File: src/rtl/pe_array_sequencer.sv
// Anti-diagonal wavefront sequencer for a linear Pair-HMM systolic PE array.
// Optional per-step watchdog enabled by defining PE_SEQ_WATCHDOG_EN.
module pe_array_sequencer #(
    parameter int NUM_PE      = 8,
    parameter int LEN_W       = 8,
    parameter int WDOG_CYCLES = 1023
) (
    input  logic              clk,
    input  logic              reset,
    input  logic              start,
    input  logic [LEN_W-1:0]  read_len,
    input  logic [LEN_W-1:0]  hap_len,
    input  logic [NUM_PE-1:0] pe_done,
    input  logic [NUM_PE-1:0] pe_stall,
    input  logic              out_ready,
    output logic [NUM_PE-1:0] pe_enable,
    output logic [NUM_PE-1:0] set_tb_special,
    output logic              advance,
    output logic              global_stall,
    output logic [LEN_W-1:0]  hap_idx,
    output logic              result_valid,
    output logic [LEN_W-1:0]  result_col,
    output logic              busy,
    output logic              job_done,
    output logic              error
);

    // One extra bit so the last step index R+H-2 never wraps.
    localparam int SW = LEN_W + 1;

    typedef enum logic [1:0] {
        IDLE,
        RUN,
        ADV,
        DONE
    } state_t;

    state_t             state_q, state_d;
    logic [SW-1:0]      step_q, step_d;
    logic [LEN_W-1:0]   rlen_q, rlen_d;
    logic [LEN_W-1:0]   hlen_q, hlen_d;
    logic               error_q, error_d;

    logic [NUM_PE-1:0]  active_mask;
    logic               in_step;
    logic               all_done;
    logic               last_active;
    logic [SW-1:0]      last_step_idx;

`ifdef PE_SEQ_WATCHDOG_EN
    localparam int WDOG_W = $clog2(WDOG_CYCLES + 1);
    logic [WDOG_W-1:0]  wdog_q, wdog_d;
`else
    logic               unused_pe_stall;
    assign unused_pe_stall = ^{pe_stall, 32'(WDOG_CYCLES)};
`endif

    always_comb begin
        active_mask = '0;
        for (int k = 0; k < NUM_PE; k++) begin
            active_mask[k] = (SW'(k) < {1'b0, rlen_q}) &&
                             (step_q >= SW'(k)) &&
                             ((step_q - SW'(k)) < {1'b0, hlen_q});
        end
    end

    assign in_step   = (state_q == RUN) || (state_q == ADV);
    assign pe_enable = in_step ? active_mask : '0;

    always_comb begin
        set_tb_special = '0;
        last_active    = 1'b0;
        for (int k = 0; k < NUM_PE; k++) begin
            set_tb_special[k] = pe_enable[k] && (step_q == SW'(k));
            if ({1'b0, rlen_q} == SW'(k + 1)) begin
                last_active = pe_enable[k];
            end
        end
    end

    assign all_done      = ((pe_done & pe_enable) == pe_enable) && (|pe_enable);
    assign last_step_idx = {1'b0, rlen_q} + {1'b0, hlen_q} - SW'(2);

    assign hap_idx      = (in_step && (step_q < {1'b0, hlen_q})) ? step_q[LEN_W-1:0] : '0;
    assign advance      = (state_q == ADV);
    assign result_valid = advance && last_active;
    assign result_col   = result_valid ? (step_q[LEN_W-1:0] - rlen_q + LEN_W'(1)) : '0;
    assign busy         = in_step;
    assign job_done     = (state_q == DONE);
    assign error        = error_q;

    // pe_stall never freezes the array; only a blocked last-row result does.
    assign global_stall = (state_q == RUN) && all_done && last_active && !out_ready;

    always_comb begin
        state_d = state_q;
        step_d  = step_q;
        rlen_d  = rlen_q;
        hlen_d  = hlen_q;
        error_d = 1'b0;
`ifdef PE_SEQ_WATCHDOG_EN
        wdog_d  = (state_q == RUN) ? wdog_q : '0;
`endif
        case (state_q)
            IDLE: begin
                if (start) begin
                    if ((read_len == '0) || (hap_len == '0) ||
                        ({1'b0, read_len} > SW'(NUM_PE))) begin
                        error_d = 1'b1;
                    end else begin
                        rlen_d  = read_len;
                        hlen_d  = hap_len;
                        step_d  = '0;
                        state_d = RUN;
                    end
                end
            end
            RUN: begin
                if (all_done) begin
                    if (!last_active || out_ready) begin
                        state_d = ADV;
                    end
                end
`ifdef PE_SEQ_WATCHDOG_EN
                else if (!(|pe_stall)) begin
                    if (int'(wdog_q) >= WDOG_CYCLES - 1) begin
                        error_d = 1'b1;
                        state_d = IDLE;
                    end else begin
                        wdog_d = wdog_q + WDOG_W'(1);
                    end
                end
`endif
            end
            ADV: begin
                if (step_q == last_step_idx) begin
                    state_d = DONE;
                end else begin
                    step_d  = step_q + SW'(1);
                    state_d = RUN;
                end
            end
            default: begin
                state_d = IDLE;
            end
        endcase
    end

    always_ff @(posedge clk) begin
        if (reset) begin
            state_q <= IDLE;
            step_q  <= '0;
            rlen_q  <= '0;
            hlen_q  <= '0;
            error_q <= 1'b0;
`ifdef PE_SEQ_WATCHDOG_EN
            wdog_q  <= '0;
`endif
        end else begin
            state_q <= state_d;
            step_q  <= step_d;
            rlen_q  <= rlen_d;
            hlen_q  <= hlen_d;
            error_q <= error_d;
`ifdef PE_SEQ_WATCHDOG_EN
            wdog_q  <= wdog_d;
`endif
        end
    end

endmodule
File: config.mk
export PLATFORM = sky130hd
export DESIGN_NAME = pe_array_sequencer
export DESIGN_NICKNAME = d
export VERILOG_FILES = /design/src/rtl/pe_array_sequencer.sv
export SDC_FILE = /design/constraint.sdc
export NUM_CORES = 1
export LEC_CHECK = 0
export BUFFER_PORTS_ARGS = -buffer_cell sky130_fd_sc_hd__buf_4
export CAP_MARGIN = 25
export CORE_ASPECT_RATIO = 1.2
export CORE_MARGIN = 2
export CORE_UTILIZATION = 50
export CTS_CLUSTER_SIZE = 12
export DETAILED_ROUTE_END_ITERATION = 10
export PLACE_DENSITY = 0.8
export SYNTH_ARGS = -nofsm -noshare
export SYNTH_HDL_FRONTEND = slang
export SYNTH_SLANG_ARGS = --single-unit
File: constraint.sdc
create_clock -name clk -period 5 [get_ports clk]
set_input_delay 0.25 -clock clk [delete_from_list [all_inputs] [get_ports clk]]
set_output_delay 0.25 -clock clk [all_outputs]
set_load 0.03 [all_outputs]
==> results by group <==
Timing
  – Final Hold Viols: 0
  – RSZ-0062 raised after global routing: no
  – Sum of negative setup slack: 0 ps
  – Max Clock Skew: 5.86 ps
  – Number of setup violations in the final report: 0
  – Worst Setup Slack, final: 249 ps
  – Worst max-slew margin expressed relative to the limit: 0.398
  – Slew @ Worst Pin: 901 ps
  – Tightest hold margin: 232 ps
  – Shortest period the worst path allows: 4750 ps
  – Count of pins over their slew limit: 0
  – Top achievable clock speed: 210 MHz
  – Share of the cycle needed by the critical path after routing: 0.950

Yosys
  – Seq cells post-synth: 28
  – Synth Flop Type: sky130_fd_sc_hd__dfxtp_1
  – Netlist area before placement: 0.00481 sq mm
  – Number of flops mapped to enable cells by yosys: 0
  – Part of the Yosys area used for sequential elements: 0.116
  – Unique cell type count in the Yosys netlist: 68
  – Number of warnings printed during yosys synthesis: 0
  – Average cell area after synthesis: 7.74 sq um
  – Synthesized instance count: 622
  – Async set-reset flop share out of synthesis: 0
  – Syn_nets: 758

CTS
  – CTS Buf Count: 3
  – Clock latency at the later pin of the worst-skew pair: 270 ps
  – Clock slew seen by the registers of the worst setup and hold paths: 70 ps
  – CTS tree: yes
  – Total of hold buffers inserted after clock tree synthesis: 0
  – Post-CTS Setup Bufs: 0
  – Maximum count of clock buffers along a single path: 2
  – H-tree level count: 1
  – Cts repair resizes: 0
  – # clock sinks: 28
  – Clk root buf: sky130_fd_sc_hd__clkbuf_16

GRT
  – Wire length of the first global-routing pass: 25,700 um
  – Vias in the first global route: 4,990
  – Combined global-route utilization of all metal layers: 0.310
  – Largest net degree at the start of global routing: 31
  – Number of antenna violations at the first check in global routing: 0
  – Total global routing overflow: 0

Worst setup path
  – Highest net fanout along the worst path: 10
  – Critical path start-end classification: flip-flop to primary output
  – Longest individual stage delay on the worst path: 480 ps
  – Cells along the critical path: inv_1 > ha_1 > buf_4 > or3b_1 > a21oi_1 > xor2_1 > ha_1 > a21oi_1 > o21ai_0 > a221o_2 > a211oi_2 > a32o_1 > a211oi_1 > o21ai_0 > o211a_1 > and2_1 > buf_4
  – Arrival time of the worst setup path: 4500 ps
  – Worst-case reg-to-reg path depth: 17
  – Element type at the critical path start: flip-flop
  – Endpoint class of the critical path: primary output
  – Worst reg2reg startpoint: step_q[2]
  – Data required time of the critical path: 4750 ps
  – CP startpoint: step_q[2]
  – Master of the slowest instance on the critical path: sky130_fd_sc_hd__or3b_1

Route
  – Routed wire length per instance: 19.9 um
  – Wire length reported by the detailed router: 16,100 um
  – Count of TritonRoute iterations in the first routing pass: 5
  – Via count: 5,008
  – Number of design rule violations left after detail routing: 0
  – ANT nets after route: 0
  – Drt via density: 6.20
  – Starting DRT DRC Count: 418

Worst hold path
  – Min-Delay Path Class: input port to flip-flop
  – Hold path startpoint: read_len[1]
  – Hold path depth: 3

Job
  – Number of max-cap violations: 0

Finish
  – Fraction of final layout cells sized beyond drive strength 1: 0.162
  – Final cell count without fillers: 808
  – Antenna diode count: 0
  – Count of filler cells inserted in the layout: 872
  – Area added between synthesis and finish: 16.6%
  – Final cell utilization of the core: 0.593
  – Area of all placed cells without fillers: 0.00561 sq mm
  – Fin nets: 822

Floorplanning
  – Floorplan row count: 39
  – Vert. Die Dim: 111 um
  – Initial core utilization: 0.508
  – Ports: 74
  – Die footprint: 0.0104 sq mm
  – Horizontal die dimension: 93.6 um
  – Core area: 0.00947 sq mm

Placement
  – Worst slack at placement: 637 ps
  – Hpwl dp: 12,000 um
  – Routability cong.: 1.02
  – Placement Cell Area: 0.00552 sq mm
  – Port-buffer cells: 65
  – Number of cells after detailed placement: 804

Power and ir drop
  – Worst IR Drop VDD: 0.000123 V
  – Cell leakage power: 2.52 nW
  – Pwr/cell area: 98.2 mW/mm^2
  – Total power: 551 uW

Outcome
  – Outcome: complete, no violations
[state kept, by name, summed over array words and instances (netlist names)]
register	count
step_q	9
hlen_q	8
rlen_q	8
state_q	2
error	1
[critical path, delay by kind of cell (launching register included)]
| family | cells | cell delay (ps) |
|---|---|---|
| buffers and inverters | 3 | 590 |
| adders and majority gates | 2 | 480 |
| DFF | 1 | 310 |
| xor gates and xnor gates | 1 | 170 |
| AOI/OAI and AO/OA | 9 | 2020 |
| and+or+nand+nor | 2 | 660 |
[cells by family (layout without fill, tap and decap cells)]
| kind of cell | Yosys count | count (layout) | synth area share |
|---|---|---|---|
| and+or+nand+nor | 211 | 211 | 0.238 |
| muxes | 13 | 13 | 0.0281 |
| xor gates and xnor gates | 59 | 59 | 0.107 |
| AOI/OAI and AO/OA | 125 | 125 | 0.177 |
| buffers and inverters | 86 | 149 | 0.0710 |
| adders and majority gates | 100 | 100 | 0.263 |
| DFF | 28 | 28 | 0.116 |
[layout make-up]
class,instances,area [sq um],area share
clock buffers,4,88.8,0.0158
well taps,123,154,0.0274
multi-input cells,508,3920,0.699
inverters,59,221,0.0395
repair buffers,86,666,0.119
flip-flops and latches,28,561,0.0999
[layout by cell type, fill, tap and decap left out, types with 5 or more instances in the layout]
cell	n
sky130_fd_sc_hd__and3_1	8
sky130_fd_sc_hd__nor2_1	45
sky130_fd_sc_hd__xor2_1	19
sky130_fd_sc_hd__nand2b_1	6
sky130_fd_sc_hd__and2_1	18
sky130_fd_sc_hd__or3_1	6
sky130_fd_sc_hd__nand3_1	25
sky130_fd_sc_hd__xnor2_1	40
sky130_fd_sc_hd__a211oi_1	13
sky130_fd_sc_hd__inv_1	57
sky130_fd_sc_hd__nand2_1	39
sky130_fd_sc_hd__o21ai_0	25
sky130_fd_sc_hd__ha_1	98
sky130_fd_sc_hd__a21oi_1	31
sky130_fd_sc_hd__dfxtp_1	28
sky130_fd_sc_hd__a21o_1	8
sky130_fd_sc_hd__nor4_1	8
sky130_fd_sc_hd__nor3_1	18
sky130_fd_sc_hd__nor2b_1	6
sky130_fd_sc_hd__o22ai_1	6
sky130_fd_sc_hd__mux2i_1	12
sky130_fd_sc_hd__nand4_1	5
sky130_fd_sc_hd__buf_4	85
[synth_stat cells (all sizes together), types with 4 or more instances]
| cell | count | area share |
|---|---|---|
| xor2 | 19 | 0.035 |
| xnor2 | 40 | 0.073 |
| clkbuf | 15 | 0.012 |
| nand2b | 7 | 0.011 |
| or4 | 7 | 0.013 |
| nand2 | 39 | 0.030 |
| a21oi | 32 | 0.034 |
| and3 | 8 | 0.010 |
| o21ai | 25 | 0.026 |
| o22ai | 6 | 0.0078 |
| nor3 | 19 | 0.021 |
| nor2 | 46 | 0.037 |
| buf | 12 | 0.013 |
| mux2i | 12 | 0.025 |
| inv | 59 | 0.046 |
| or3 | 6 | 0.0078 |
| a211oi | 14 | 0.022 |
| nor2b | 6 | 0.0078 |
| nor4 | 11 | 0.019 |
| dfxtp | 28 | 0.12 |
| nand3 | 26 | 0.028 |
| and2 | 18 | 0.023 |
| o2111ai | 4 | 0.0073 |
| nand4 | 5 | 0.0065 |
| ha | 98 | 0.25 |
| a21o | 8 | 0.012 |
| a21boi | 5 | 0.0086 |
[report_power, final]
group	internal, mW	switching (mW)
Combinational	0.0520	0.0658
Sequential	0.227	0.00426
Clock	0.123	0.0789
Total	0.402	0.149
[per-layer routing]
layer  up-vias  global-route usage  wire length, um
met4         0               0.148              743
met2       245               0.530             7710
met1      2366               0.382             6370
li1       2339                   -                -
met5         -                   0                0
met3        58              0.0399             1220
[path summary, 6_finish.rpt]
check	endpoint	slack (ps)
setup / recovery	result_col[0]	250
hold reg to reg	hlen_q[2]	500
hold / removal	rlen_q[1]	230
setup reg to reg	state_q[0]	570
Note: power is estimated with default switching activity, not from simulation.
